### config.mk
export PLATFORM = sky130hd
export DESIGN_NAME = div_iter
export DESIGN_NICKNAME = d
export VERILOG_FILES = /design/src/rtl/div_iter_pkg.sv /design/src/rtl/div_sub_step.sv /design/src/rtl/div_iter.sv
export SDC_FILE = /design/constraint.sdc
export NUM_CORES = 1
export LEC_CHECK = 0
export BUFFER_PORTS_ARGS = -buffer_cell sky130_fd_sc_hd__buf_4
export CELL_PAD_IN_SITES_DETAIL_PLACEMENT = 0
export CELL_PAD_IN_SITES_GLOBAL_PLACEMENT = 1
export CORE_MARGIN = 2
export CORE_UTILIZATION = 41
export CTS_BUF_LIST = sky130_fd_sc_hd__clkbuf_4
export DETAILED_ROUTE_END_ITERATION = 8
export GPL_TIMING_DRIVEN = 0
export MAX_ROUTING_LAYER = met4
export PLACE_DENSITY_LB_ADDON = 0.1
export SLEW_MARGIN = 20
export SYNTH_ARGS = -nofsm -noshare
export SYNTH_HDL_FRONTEND = slang
export SYNTH_SLANG_ARGS = --single-unit
### constraint.sdc
create_clock -name clk -period 3.1 [get_ports clk]
set_clock_uncertainty 0.1 [all_clocks]
set_input_delay 0.62 -clock clk [delete_from_list [all_inputs] [get_ports clk]]
set_output_delay 0.62 -clock clk [all_outputs]
set_load 0.01 [all_outputs]
### src/rtl/div_iter_pkg.sv
// Shared definitions for the iterative divider: FSM state encoding and the
// quotient value reported on a divide by zero.
package div_iter_pkg;

    typedef enum logic [1:0] {
        S_IDLE = 2'd0,
        S_CALC = 2'd1,
        S_FIX  = 2'd2,
        S_DONE = 2'd3
    } state_t;

    // Widest operand supported; narrower instances slice the low bits.
    localparam int MAX_WIDTH = 64;
    localparam logic [MAX_WIDTH-1:0] DBZ_QUOTIENT = '1;

endpackage

### src/rtl/div_sub_step.sv
// One restoring-division step: W-bit subtract a - b computed as a + ~b + 1.
// borrow=1 means the difference went negative.
module div_sub_step #(
    parameter int W = 33
) (
    input  logic [W-1:0] a,
    input  logic [W-1:0] b,
    output logic [W-1:0] diff,
    output logic         borrow
);

    logic [W:0] sum;

    always_comb begin
        sum    = {1'b0, a} + {1'b0, ~b} + (W+1)'(1);
        diff   = sum[W-1:0];
        borrow = ~sum[W];
    end

endmodule

### src/rtl/div_iter.sv
// Multi-cycle signed/unsigned integer divider, one restoring step per clock.
// Start/busy/done handshake; results hold until the next accepted start.
module div_iter
    import div_iter_pkg::*;
#(
    parameter int WIDTH = 32
) (
    input  logic             clk,
    input  logic             resetn,
    input  logic             div_start,
    input  logic             div_signed,
    input  logic [WIDTH-1:0] dividend,
    input  logic [WIDTH-1:0] divisor,
    output logic             div_busy,
    output logic             div_done,
    output logic             div_by_zero,
    output logic [WIDTH-1:0] quotient,
    output logic [WIDTH-1:0] remainder,
    output logic [1:0]       dbg_state
);

    localparam int CW = $clog2(WIDTH) + 1;
    localparam logic [CW-1:0] LAST = CW'(WIDTH - 1);

    // Handshake: a request is taken on any rising edge where div_start=1 and
    // div_busy=0; operands are sampled only on that edge.
    state_t           state, state_nx;
    logic             accept;
    logic [CW-1:0]    cnt;
    logic [WIDTH-1:0] rem_r;   // partial remainder
    logic [WIDTH-1:0] dq;      // dividend bits shifting out, quotient bits in
    logic [WIDTH-1:0] dv;      // |divisor|
    logic             qsign;
    logic             rsign;
    logic [WIDTH:0]   partial;
    logic [WIDTH:0]   diff;
    logic             borrow;
    logic             op_neg_x;
    logic             op_neg_y;

    function automatic logic [WIDTH-1:0] neg(input logic [WIDTH-1:0] x);
        return (~x) + WIDTH'(1);
    endfunction

    assign partial  = {rem_r, dq[WIDTH-1]};
    assign op_neg_x = div_signed & dividend[WIDTH-1];
    assign op_neg_y = div_signed & divisor[WIDTH-1];

    div_sub_step #(.W(WIDTH + 1)) u_step (
        .a      (partial),
        .b      ({1'b0, dv}),
        .diff   (diff),
        .borrow (borrow)
    );

    always_ff @(posedge clk) begin
        if (!resetn) state <= S_IDLE;
        else         state <= state_nx;
    end

    always_comb begin
        state_nx = state;
        accept   = 1'b0;
        case (state)
            S_IDLE, S_DONE: begin
                if (div_start) begin
                    accept   = 1'b1;
                    state_nx = (divisor == '0) ? S_DONE : S_CALC;
                end else begin
                    state_nx = S_IDLE;
                end
            end
            S_CALC:  if (cnt == LAST) state_nx = S_FIX;
            S_FIX:   state_nx = S_DONE;
            default: state_nx = S_IDLE;
        endcase
    end

    always_ff @(posedge clk) begin
        if (!resetn) begin
            cnt         <= '0;
            rem_r       <= '0;
            dq          <= '0;
            dv          <= '0;
            qsign       <= 1'b0;
            rsign       <= 1'b0;
            div_by_zero <= 1'b0;
            quotient    <= '0;
            remainder   <= '0;
        end else if (accept) begin
            cnt         <= '0;
            rem_r       <= '0;
            dq          <= op_neg_x ? neg(dividend) : dividend;
            dv          <= op_neg_y ? neg(divisor) : divisor;
            qsign       <= op_neg_x ^ op_neg_y;
            rsign       <= op_neg_x;
            div_by_zero <= (divisor == '0);
            // A zero divisor skips the iterations and reports immediately.
            if (divisor == '0) begin
                quotient  <= DBZ_QUOTIENT[WIDTH-1:0];
                remainder <= dividend;
            end
        end else if (state == S_CALC) begin
            cnt   <= cnt + CW'(1);
            rem_r <= borrow ? partial[WIDTH-1:0] : diff[WIDTH-1:0];
            dq    <= {dq[WIDTH-2:0], ~borrow};
        end else if (state == S_FIX) begin
            quotient  <= qsign ? neg(dq) : dq;
            remainder <= rsign ? neg(rem_r) : rem_r;
        end
    end

    assign div_busy  = (state == S_CALC) || (state == S_FIX);
    assign div_done  = (state == S_DONE);
    assign dbg_state = state;

endmodule
Yosys cells after proc, flatten, opt, wreduce, memory -nomap -nowiden:

Index checks and enable logic that the tools add are counted.
Widths: inputs -> output; s select.

* logic and storage cells: 62
* input bits: 68
* bits in registers: 171
* output and inout bits: 69

* reduce and logical (&&, ||, !) cells: 8
* add/subtract/negate cells: 7
* mux-type cells: 21
* equality and inequality tests: 7
* bitwise operators: 9

Operator list (count)
* $mux 32: 15
* $add 32x1->32 const B: 4
* $not 32->32: 4
* $add 33x33->34: 1
* $add 34x1->34 const B: 1
* $not 32->33: 1
* $logic_not 32->1: 1
* $add 6x1->6 const B: 1
* $eq 6x5->1 const B: 1
* $mux 2: 3
* $pmux 2 s3: 1
* $eq 2x2->1 const B: 2
* $ne 2x2->1 const B: 2
* $reduce_bool 2->1: 2
* $reduce_or 2->1: 2
* $reduce_and 3->1: 1
* $and 1x1->1: 2
* $eq 2x1->1 const B: 1
* $logic_not 2->1: 1
* $mux 1: 2
* $ne 2x1->1 const B: 1
* $logic_or 1x1->1: 1
* $not 1->1: 1
* $xor 1x1->1: 1

Logic depth before layout (Yosys ltp):

Gate-level depths: netlist (run 1).

* depth in word-level cells: 6
* gate-level depth with buffers: 13
* depth with buffers taken out: 12

Hierarchy:

From an unflattened synthesis (run 1), not the netlist that was laid out.

* cells, all modules: 1404
* area, all modules: 11249.5 um^2

Modules (own cells, without submodules)
* div_iter: area each 9278.9 um^2, cells an instance 1100, sequential area each 3423.3 um^2, times used 1
* div_sub_step: area each 1970.6 um^2, cells an instance 304, sequential area each 0.0 um^2, times used 1

Least setup slack after synthesis (run 1):

OpenSTA, ideal clock, no wires.

* path type: flip-flop to flip-flop
* start point: reg dq[31]
* end point: reg rem_r[24]
* setup time: 0.074 ns
* slack: -0.087 ns
* cell stages (with the launch flop): 13
* arrival time: 3.013 ns
* path buffers: 0
* data required time: 2.926 ns
* period minus slack after synthesis: 3.187 ns
* cell sequence: dfxtp_1 > inv_1 > ha_1 > inv_1 > fa_1 > a21oi_1 > o21ai_1 > a2111oi_0 > o41ai_1 > a41oi_1 > mux2i_1 > or4_1 > a31oi_1

* cells in the longest elaborated chain, start to end: 3

RTL lines
* from (decl): RTL line div_iter.sv:31 `logic [WIDTH-1:0] dq;`
* from (signal assigned): RTL line div_iter.sv:93 `dq <= op_neg_x ? neg(dividend) : dividend;`
* from (signal assigned): RTL line div_iter.sv:106 `dq <= {dq[WIDTH-2:0], ~borrow};`
* $add 33x33->34: RTL line div_sub_step.sv:15 `sum = {1'b0, a} + {1'b0, ~b} + (W+1)'(1);`
* $add 34x1->34: RTL line div_sub_step.sv:15
* $mux 32: RTL line div_iter.sv:105 `rem_r <= borrow ? partial[WIDTH-1:0] : diff[WIDTH-1:0];`
* to (signal assigned): RTL line div_iter.sv:105
* to (decl): RTL line div_iter.sv:30 `logic [WIDTH-1:0] rem_r;`

Every way passes these cells.
A chain may end at the register's enable or synchronous reset.

Final worst setup path (run 1):

Same ends and word-level chain as after synthesis.

==> flow_metrics.py, run 1 <==
metrics = {
    "critical_path": {
        "r2r-end": "rem_r[24]",
        "reg2reg_slack_ns": -0.005,
        "worstPathMaxFanout": 3,
        "crit_path_end": "rem_r[24]",
        "rr_startpoint": "dq[31]",
        "path_class": "reg -> reg",
        "cp-end-kind": "flip-flop",
        "cp.required_ns": 3.51,
        "rr_worst_depth": 12,
        "crit_start": "dq[31]",
        "crit_arrival_ns": 3.51,
        "start_kind": "flip-flop",
    },
    "floorplanning": {
        "core_um2": 27600,
        "io_pins": 137,
        "rows": 61,
        "start_util": 0.415,
        "die_y_um": 171,
        "die_area_um2": 29300,
        "die_w_um": 171,
    },
    "run": {
        "drv_cap": 0,
    },
    "hold_path": {
        "worstHoldPathType": "in -> reg",
    },
    "cts": {
        "cts_tree": "built",
        "cts.sinks": 171,
        "clockBufferDepth": 2,
        "numCtsBuffers": 17,
        "ctsHoldBuffers": 0,
        "clk_latency_ns": 0.61,
        "cts-htree-levels": 4,
        "cts-root-buf": "clkbuf_4",
        "path_clk_slew_ns": 0.15,
    },
    "sta": {
        "fmax_mhz": 322,
        "setup_viol": 1,
        "fin_crit_ns": 3.10,
        "hold_viol_final": 0,
        "worst_slew_pin_slew_ns": 0.823,
        "fin_crit_sh": 1.00,
        "maxSlewViolCount": 0,
        "layout_setup_ws_ns": -0.00472,
        "setup_tns_ns": -0.00472,
        "slew_headroom": 0.451,
        "grt_setup_unrepaired": "true",
    },
    "route": {
        "via_count": 11300,
        "routedWlPerCell_um": 20.1,
        "wl_um": 40200,
        "drt-vias-per-instance": 5.66,
        "drc": 0,
        "drtPass1Iterations": 5,
        "ant_nets": 0,
        "initialDrtViolationCount": 717,
    },
    "pwr": {
        "ir_drop_uv": 569,
        "p_leak_nw": 5.66,
        "power.total_mw": 14.9,
        "power_density_nw_per_um2": 1080,
    },
    "yosys": {
        "yosys-top-cells-area": "dfxtp_1 (30%), xnor2_1 (6.2%), a21oi_1 (5.5%)",
        "ys_seq_area_frac": 0.299,
        "synth_cell_type_count": 67,
        "async_reset_ff_frac": 0,
        "synth_top_area_cell": "dfxtp_1",
        "synth_nets": 1557,
        "yosys_warnings": 0,
        "synth_ff_type": "dfxtp_1",
        "ys_seq_elements": 171,
        "synth.top_cell.area_share": 0.299,
        "syn_area_per_cell_um2": 7.92,
        "netlist_area_um2": 11500,
        "synth-edff-count": 0,
        "syn_inst": 1448,
    },
    "global_route": {
        "grt_max_degree": 19,
        "grt_pass1_wl_um": 61600,
        "grt_pass1_vias": 10800,
        "grt_overflow": 0,
        "gr-usage-all-layers": 0.281,
        "antenna_found_initial": 1,
    },
    "run_status": {
        "status": "finished with violations",
        "violations": "setup timing",
    },
    "placement": {
        "hpwl_um": 32000,
        "port_buffers": 135,
        "place_congestion": 0.931,
    },
    "layout": {
        "area.growth.synth_to_final_pct": 19.9,
        "fin_nets": 1724,
        "drive_gt1_frac": 0.186,
    },
}
-- through the flow --
stage	setup slack, ns	hold slack, ns	utilization	cell area, µm²	cells
final	-0.00472	0.198	0.498	13800	2006
after floorplan	0.0134	0.344	-	11500	1448
after detailed placement	-1.05	0.386	0.469	13000	1961
after CTS	0.00865	0.177	0.489	13500	2000
after global routing	-0.135	0.154	0.498	13800	2006
after global placement	-0.987	0.376	0.469	13000	1961
-- layer usage --
layer | vias to the layer above | wire length (µm) | GRT usage
met4 | 0 | 1320 | 0.0984
li1 | 5606 | - | -
met5 | - | 0 | -
met3 | 53 | 1410 | 0.0292
met2 | 262 | 19800 | 0.485
met1 | 5426 | 17800 | 0.342
-- power breakdown --
part | internal, mW | switching [mW] | total [mW]
Clock | 0.444 | 0.932 | 1.38
Combinational | 4.07 | 5.76 | 9.84
Sequential | 2.86 | 0.790 | 3.65
Total | 7.38 | 7.49 | 14.9
-- kinds of logic (layout without fill, tap and decap cells) --
kind of cell | count (synthesis) | count (layout) | synth area share
xor gates and xnor gates | 132 | 132 | 0.101
muxes | 44 | 44 | 0.0387
buffers and inverters | 155 | 334 | 0.0517
DFF | 171 | 171 | 0.299
other | 0 | 1 | 0
AOI/OAI and AO/OA | 471 | 471 | 0.281
adders and majority gates | 41 | 41 | 0.0454
and+or+nand+nor | 434 | 434 | 0.184
-- registers in the layout, indices dropped and copies added (netlist names) --
register	flops
cnt	6
dbg_state	2
div_by_zero	1
dq	32
dv	32
qsign	1
quotient	32
rem_r	32
remainder	32
rsign	1
-- cell usage in the layout, fill, tap and decap left out, drive strengths merged, types with 12 or more instances in the layout --
cell type,n
or3,16
o22ai,15
nand3,21
mux2i,41
nor4,14
nor2b,23
xor2,51
a21oi,127
a211oi,23
nand2,152
o21a,18
inv,69
nor3,44
or4,16
dfxtp,171
xnor2,81
o41ai,15
o31ai,22
o21ai,102
o211ai,17
nor2,95
buf,172
o221a,15
o211a,41
ha,40
and3,12
clkbuf,85
-- Yosys cell counts (all sizes together) (4+ instances only) --
| cell type | n |
|---|---|
| nor2 | 95 |
| nor4 | 14 |
| a31oi | 11 |
| ha | 40 |
| or3 | 16 |
| dfxtp | 171 |
| a21o | 5 |
| o31a | 5 |
| xor2 | 51 |
| a211oi | 23 |
| inv | 63 |
| a311oi | 8 |
| nand2 | 152 |
| o22ai | 15 |
| clkbuf | 72 |
| nand3 | 21 |
| and2 | 7 |
| nor2b | 23 |
| buf | 20 |
| xnor2 | 81 |
| and3 | 12 |
| or4 | 16 |
| o21ai | 102 |
| a21boi | 9 |
| o21bai | 7 |
| nand4 | 11 |
| nand2b | 11 |
| o211a | 41 |
| nor3 | 44 |
| a211o | 4 |
| o211ai | 17 |
| o221a | 15 |
| o21a | 18 |
| o311a | 11 |
| a21oi | 127 |
| o31ai | 22 |
| mux2i | 41 |
| o41ai | 15 |
-- worst min-delay path by stage --
stage / slack, ns / cells after the start / to / startpoint
3_3_place_gp: 0.38 / 2 / cnt[5] / cnt[5]
5_1_grt: 0.15 / 3 / dv[0] / divisor[0]
3_5_place_dp: 0.39 / 2 / dv[27] / dv[27]
6_report: 0.20 / 3 / dv[0] / divisor[0]
2_1_floorplan: 0.34 / 2 / dv[31] / dv[31]
4_1_cts: 0.18 / 3 / dv[0] / divisor[0]
-- critical path, cell delays in order (launching register included) --
cell	delay (ns)
dfxtp_2	0.36
inv_2	0.08
ha_4	0.14
inv_2	0.04
fa_2	0.41
a21oi_4	0.21
o21ai_4	0.10
a2111oi_4	0.43
o41ai_4	0.15
a41oi_2	0.24
mux2i_1	0.12
or4_1	0.48
a31oi_1	0.17
-- final cells by class --
| type | instances | area, µm² |
|---|---|---|
| Multi-Input combinational cell | 1122 | 7760 |
| Clock buffer | 17 | 128 |
| Sequential cell | 171 | 3460 |
| Antenna cell | 1 | 2.50 |
| Fill cell | 2859 | 13900 |
| Buffer | 86 | 362 |
| Tap cell | 378 | 473 |
| Clock inverter | 14 | 176 |
| Timing Repair Buffer | 154 | 1160 |
| Inverter | 63 | 236 |
-- what timing repair did --
item,CTS,global route
setup endpoints to repair,40,89
resized for setup,44,69
pin swaps,11,13
setup buffers,12,7
No activity file was read; power rests on OpenSTA's default activity.
==> inputs of run 2 (changes only) <==
- SKIP_CTS_REPAIR_TIMING: unset -> 1
==> flow_metrics.py, run 2 (synthesized netlist as in run 1, its figures left out) <==
metrics = {
    "run_status": {
        "status": "complete, no violations",
    },
    "critical_path": {
        "r2r-end": "rem_r[24]",
        "rr_worst_depth": 10,
        "crit_chain": "inv_1 > ha_4 > o21a_1 > o31a_1 > a211oi_4 > a211o_4 > a211oi_4 > nor2_4 > or4_1 > a31oi_1",
        "max_stage_delay_ns": 0.54,
        "critPathSlowestCell": "or4_1",
        "reg2reg_slack_ns": 0.001,
        "worstPathMaxFanout": 5,
        "crit_family": "compound AO/OA/AOI/OAI gates",
        "cp-end-kind": "flip-flop",
        "start_kind": "flip-flop",
        "cp_common_cell": "a211oi_4",
        "cp_num_cells": 10,
        "crit_arrival_ns": 3.51,
        "path_buf_inv": 1,
        "rr_startpoint": "dv[2]",
        "cp.required_ns": 3.52,
        "path_class": "reg -> reg",
    },
    "sta": {
        "maxSlewViolCount": 0,
        "hold_viol_final": 0,
        "layout_setup_ws_ns": 0.00112,
        "slew_headroom": 0.431,
        "fin_crit_sh": 1.00,
        "fin_hold_ws_ns": 0.199,
        "setup_viol": 0,
        "worst_slew_pin_slew_ns": 0.854,
        "fmax_mhz": 323,
        "grt_setup_unrepaired": "true",
        "fin_crit_ns": 3.10,
    },
    "route": {
        "routedWlPerCell_um": 20.1,
        "wl_um": 40300,
        "drt-vias-per-instance": 5.66,
        "drtPass1Iterations": 5,
        "ant_nets": 0,
        "via_count": 11400,
        "initialDrtViolationCount": 754,
        "drc": 0,
    },
    "cts": {
        "clk_latency_ns": 0.62,
        "clockBufferDepth": 2,
        "path_clk_slew_ns": 0.15,
        "cts_tree": "built",
        "cts-htree-levels": 4,
        "cts.sinks": 171,
        "numCtsBuffers": 17,
        "cts-root-buf": "clkbuf_4",
    },
    "pwr": {
        "p_leak_nw": 5.68,
        "power.total_mw": 15.0,
        "power_density_nw_per_um2": 1080,
        "ir_drop_uv": 678,
    },
    "hold_path": {
        "worstHoldStart": "divisor[0]",
        "min_path_cells": 3,
        "worstHoldPathType": "in -> reg",
        "holdPathEnd": "dv[0]",
    },
    "global_route": {
        "antenna_found_initial": 1,
        "grt_pass1_wl_um": 61000,
        "grt_max_degree": 19,
        "gr-usage-all-layers": 0.279,
        "grt_overflow": 0,
        "grt_pass1_vias": 10700,
    },
    "layout": {
        "multi_input_area_um2": 7830,
        "area.growth.synth_to_final_pct": 20.8,
        "layout_common_cells": "buf_4 (156), nand2_1 (150), dfxtp_1 (145)",
        "fillerInstances": 2840,
        "drive_gt1_frac": 0.194,
        "fin_nets": 1726,
        "final_common_cell": "buf_4",
        "register_area_um2": 3470,
    },
    "run": {
        "drv_cap": 0,
    },
    "placement": {
        "port_buffers": 135,
        "dpl_worst_slack_ns": -1.05,
        "place_congestion": 0.931,
        "hpwl_um": 32000,
    },
    "floorplanning": {
        "start_util": 0.415,
        "io_pins": 137,
        "die_y_um": 171,
        "rows": 61,
        "die_area_um2": 29300,
        "die_w_um": 171,
        "core_um2": 27600,
    },
}
==> run 2: per-layer routing <==
metal	GRT usage	part of all wire	vias to the layer above
met5	-	0	-
met4	0.0951	0.033	0
met3	0.0288	0.035	53
met2	0.480	0.49	263
met1	0.342	0.44	5432
li1	-	-	5610
==> run 2: worst max-delay path by stage <==
stage / startpoint / endpoint / slack (ns)
after global routing: dq[31] / rem_r[24] / -0.13
after floorplan: dq[31] / rem_r[24] / 0.01
after detailed placement: rem_r[19] / rem_r[17] / -1.05
final: dv[2] / rem_r[24] / 0.001
after CTS: rem_r[19] / rem_r[17] / -1.08
after global placement: rem_r[19] / rem_r[25] / -0.99
==> run 2: cell type report <==
| class | instances | share of cell area |
|---|---|---|
| Multi-Input combinational cell | 1122 | 0.565 |
| Sequential cell | 171 | 0.250 |
| Inverter | 63 | 0.0171 |
| Clock inverter | 14 | 0.0127 |
| Tap cell | 378 | 0.0341 |
| Timing Repair Buffer | 156 | 0.0846 |
| Antenna cell | 1 | 0.000181 |
| Clock buffer | 17 | 0.00921 |
| Buffer | 86 | 0.0267 |
==> run 2: power breakdown <==
group	switching [mW]	internal (mW)	total, mW
logic	5.80	4.15	9.95
registers	0.794	2.87	3.66
clock network	0.934	0.444	1.38
total	7.52	7.46	15.0
==> run 2: metrics by stage <==
step / utilization / TNS (ns) / instance area (µm²) / std cells
2_1_floorplan: - / 0 / 11500 / 1448
3_3_place_gp: 0.469 / -51.15 / 13000 / 1961
3_5_place_dp: 0.469 / -53.92 / 13000 / 1961
4_1_cts: 0.480 / -23.87 / 13300 / 1992
5_1_grt: 0.501 / -0.252 / 13900 / 2008
6_report: 0.501 / 0 / 13900 / 2008
==> run 2: tightest hold or removal path: stages <==
cell	delay [ns]
buf_4	0.12
nand2_1	0.06
a21boi_0	0.07
==> inputs of run 3 (changes only) <==
- CORE_UTILIZATION: 41 -> 45
- SETUP_SLACK_MARGIN: unset -> 0.05
- clock period: 3.1 -> 3.2 ns (I/O delays scaled with it)
==> flow_metrics.py, run 3 (synthesized netlist as in run 1, its figures left out) <==
metrics = {
    "run_status": {
        "status": "complete, no violations",
    },
    "global_route": {
        "grt_overflow": 0,
        "antenna_found_initial": 1,
        "grt_pass1_wl_um": 59500,
        "gr-usage-all-layers": 0.296,
        "grt_max_degree": 18,
        "grt_pass1_vias": 10600,
    },
    "sta": {
        "maxSlewViolCount": 0,
        "grt_setup_unrepaired": "true",
        "fin_hold_ws_ns": 0.238,
        "fin_crit_sh": 0.977,
        "hold_viol_final": 0,
        "fin_crit_ns": 3.12,
        "setup_tns_ns": 0,
        "slew_headroom": 0.479,
        "worst_slew_pin_slew_ns": 0.782,
        "fmax_mhz": 320,
        "setup_viol": 0,
    },
    "cts": {
        "cts-root-buf": "clkbuf_4",
        "cts.sinks": 171,
        "cts-htree-levels": 4,
        "numCtsBuffers": 17,
        "clk_latency_ns": 0.58,
        "cts_tree": "built",
        "clockBufferDepth": 2,
        "path_clk_slew_ns": 0.16,
    },
    "critical_path": {
        "start_kind": "flip-flop",
        "path_buf_inv": 1,
        "rr_startpoint": "dv[12]",
        "cp-end-kind": "flip-flop",
        "path_class": "reg -> reg",
        "critPathSlowestCell": "or4_1",
        "cp.required_ns": 3.63,
        "crit_family": "compound AO/OA/AOI/OAI gates",
        "crit_arrival_ns": 3.55,
        "rr_worst_depth": 10,
        "worstPathMaxFanout": 5,
        "max_stage_delay_ns": 0.53,
        "cp_num_cells": 10,
        "r2r-end": "rem_r[24]",
        "crit_chain": "inv_1 > ha_1 > a21oi_1 > o21ai_1 > nand3_1 > a211o_4 > a211oi_4 > nor2_4 > or4_1 > a31oi_1",
        "reg2reg_slack_ns": 0.08,
    },
    "pwr": {
        "p_leak_nw": 5.57,
        "power_density_nw_per_um2": 1030,
        "ir_drop_uv": 604,
    },
    "placement": {
        "port_buffers": 135,
        "hpwl_um": 30900,
        "place_congestion": 0.940,
    },
    "route": {
        "drc": 0,
        "drt-vias-per-instance": 5.82,
        "routedWlPerCell_um": 20.1,
        "wl_um": 39100,
        "ant_nets": 0,
        "initialDrtViolationCount": 808,
        "via_count": 11300,
        "drtPass1Iterations": 5,
    },
    "layout": {
        "final_common_cell": "dfxtp_1",
        "fin_nets": 1715,
        "layout_common_cells": "dfxtp_1 (151), nand2_1 (150), buf_4 (145)",
        "drive_gt1_frac": 0.174,
        "area.growth.synth_to_final_pct": 18.7,
    },
    "hold_path": {
        "min_path_cells": 3,
        "worstHoldPathType": "in -> reg",
        "holdPathEnd": "dv[0]",
        "worstHoldStart": "divisor[0]",
    },
    "floorplanning": {
        "start_util": 0.457,
        "die_w_um": 164,
        "rows": 58,
        "die_y_um": 164,
        "die_area_um2": 26800,
        "io_pins": 137,
        "core_um2": 25100,
    },
    "run": {
        "drv_cap": 0,
    },
}
==> run 3: cell count changes in the layout (fill, tap and decap cells not counted), sizes merged <==
cell / delta
buf: -17
bufinv: -1
clkbuf: +5
clkdlybuf4s15: +1
clkinvlp: +3
inv: -1
==> run 3: metal layers <==
layer / vias to the layer above / wire, µm / global-route usage
li1: 5583 / - / -
met1: 5386 / 16700 / 0.362
met2: 319 / 19300 / 0.496
met3: 55 / 1990 / 0.0411
met4: 0 / 1210 / 0.108
met5: - / 0 / -
==> run 3: worst max path at each step <==
stage,from,end,slack (ns)
2_1_floorplan,dq[31],rem_r[24],0.06
3_3_place_gp,rem_r[19],rem_r[25],-0.79
3_5_place_dp,rem_r[19],rem_r[17],-0.79
4_1_cts,rem_r[19],rem_r[17],-0.85
5_1_grt,dv[12],rem_r[24],0.003
6_report,dv[12],rem_r[24],0.08
==> run 3: area by class of cell <==
cell class              instances  area [µm²]
fillers                      2577       11500
well taps                     330         413
inverters                      63         236
flip-flops and latches        171        3460
repair buffers                144        1080
clock buffers                  17         128
multi-input cells            1122        7790
clock inverters                15         140
diodes                          1        2.50
plain buffers                  87         365
==> run 3: per-stage QoR <==
stage / cells / setup slack (ns) / instance area, µm² / power (mW) / utilization
3_3_place_gp: 1913 / -0.791 / 12900 / 11.8 / 0.514
6_report: 1950 / 0.0750 / 13600 / 14.0 / 0.542
3_5_place_dp: 1913 / -0.786 / 12900 / 11.8 / 0.514
5_1_grt: 1950 / 0.00278 / 13600 / 15.1 / 0.542
4_1_cts: 1945 / -0.847 / 13200 / 13.1 / 0.524
2_1_floorplan: 1448 / 0.0625 / 11500 / 9.25 / -
==> run 3: worst reg2reg max path, stage by stage (launching register included) <==
cell,delay [ns]
dfxtp_1,0.36
inv_1,0.10
ha_1,0.38
a21oi_1,0.21
o21ai_1,0.18
nand3_1,0.19
a211o_4,0.39
a211oi_4,0.37
nor2_4,0.10
or4_1,0.53
a31oi_1,0.16
==> run 3: where the power goes <==
| part | leakage (nW) | switching, mW | internal (mW) |
|---|---|---|---|
| Clock | 0.135 | 0.910 | 0.338 |
| Combinational | 4.03 | 5.46 | 3.81 |
| Sequential | 1.41 | 0.757 | 2.77 |
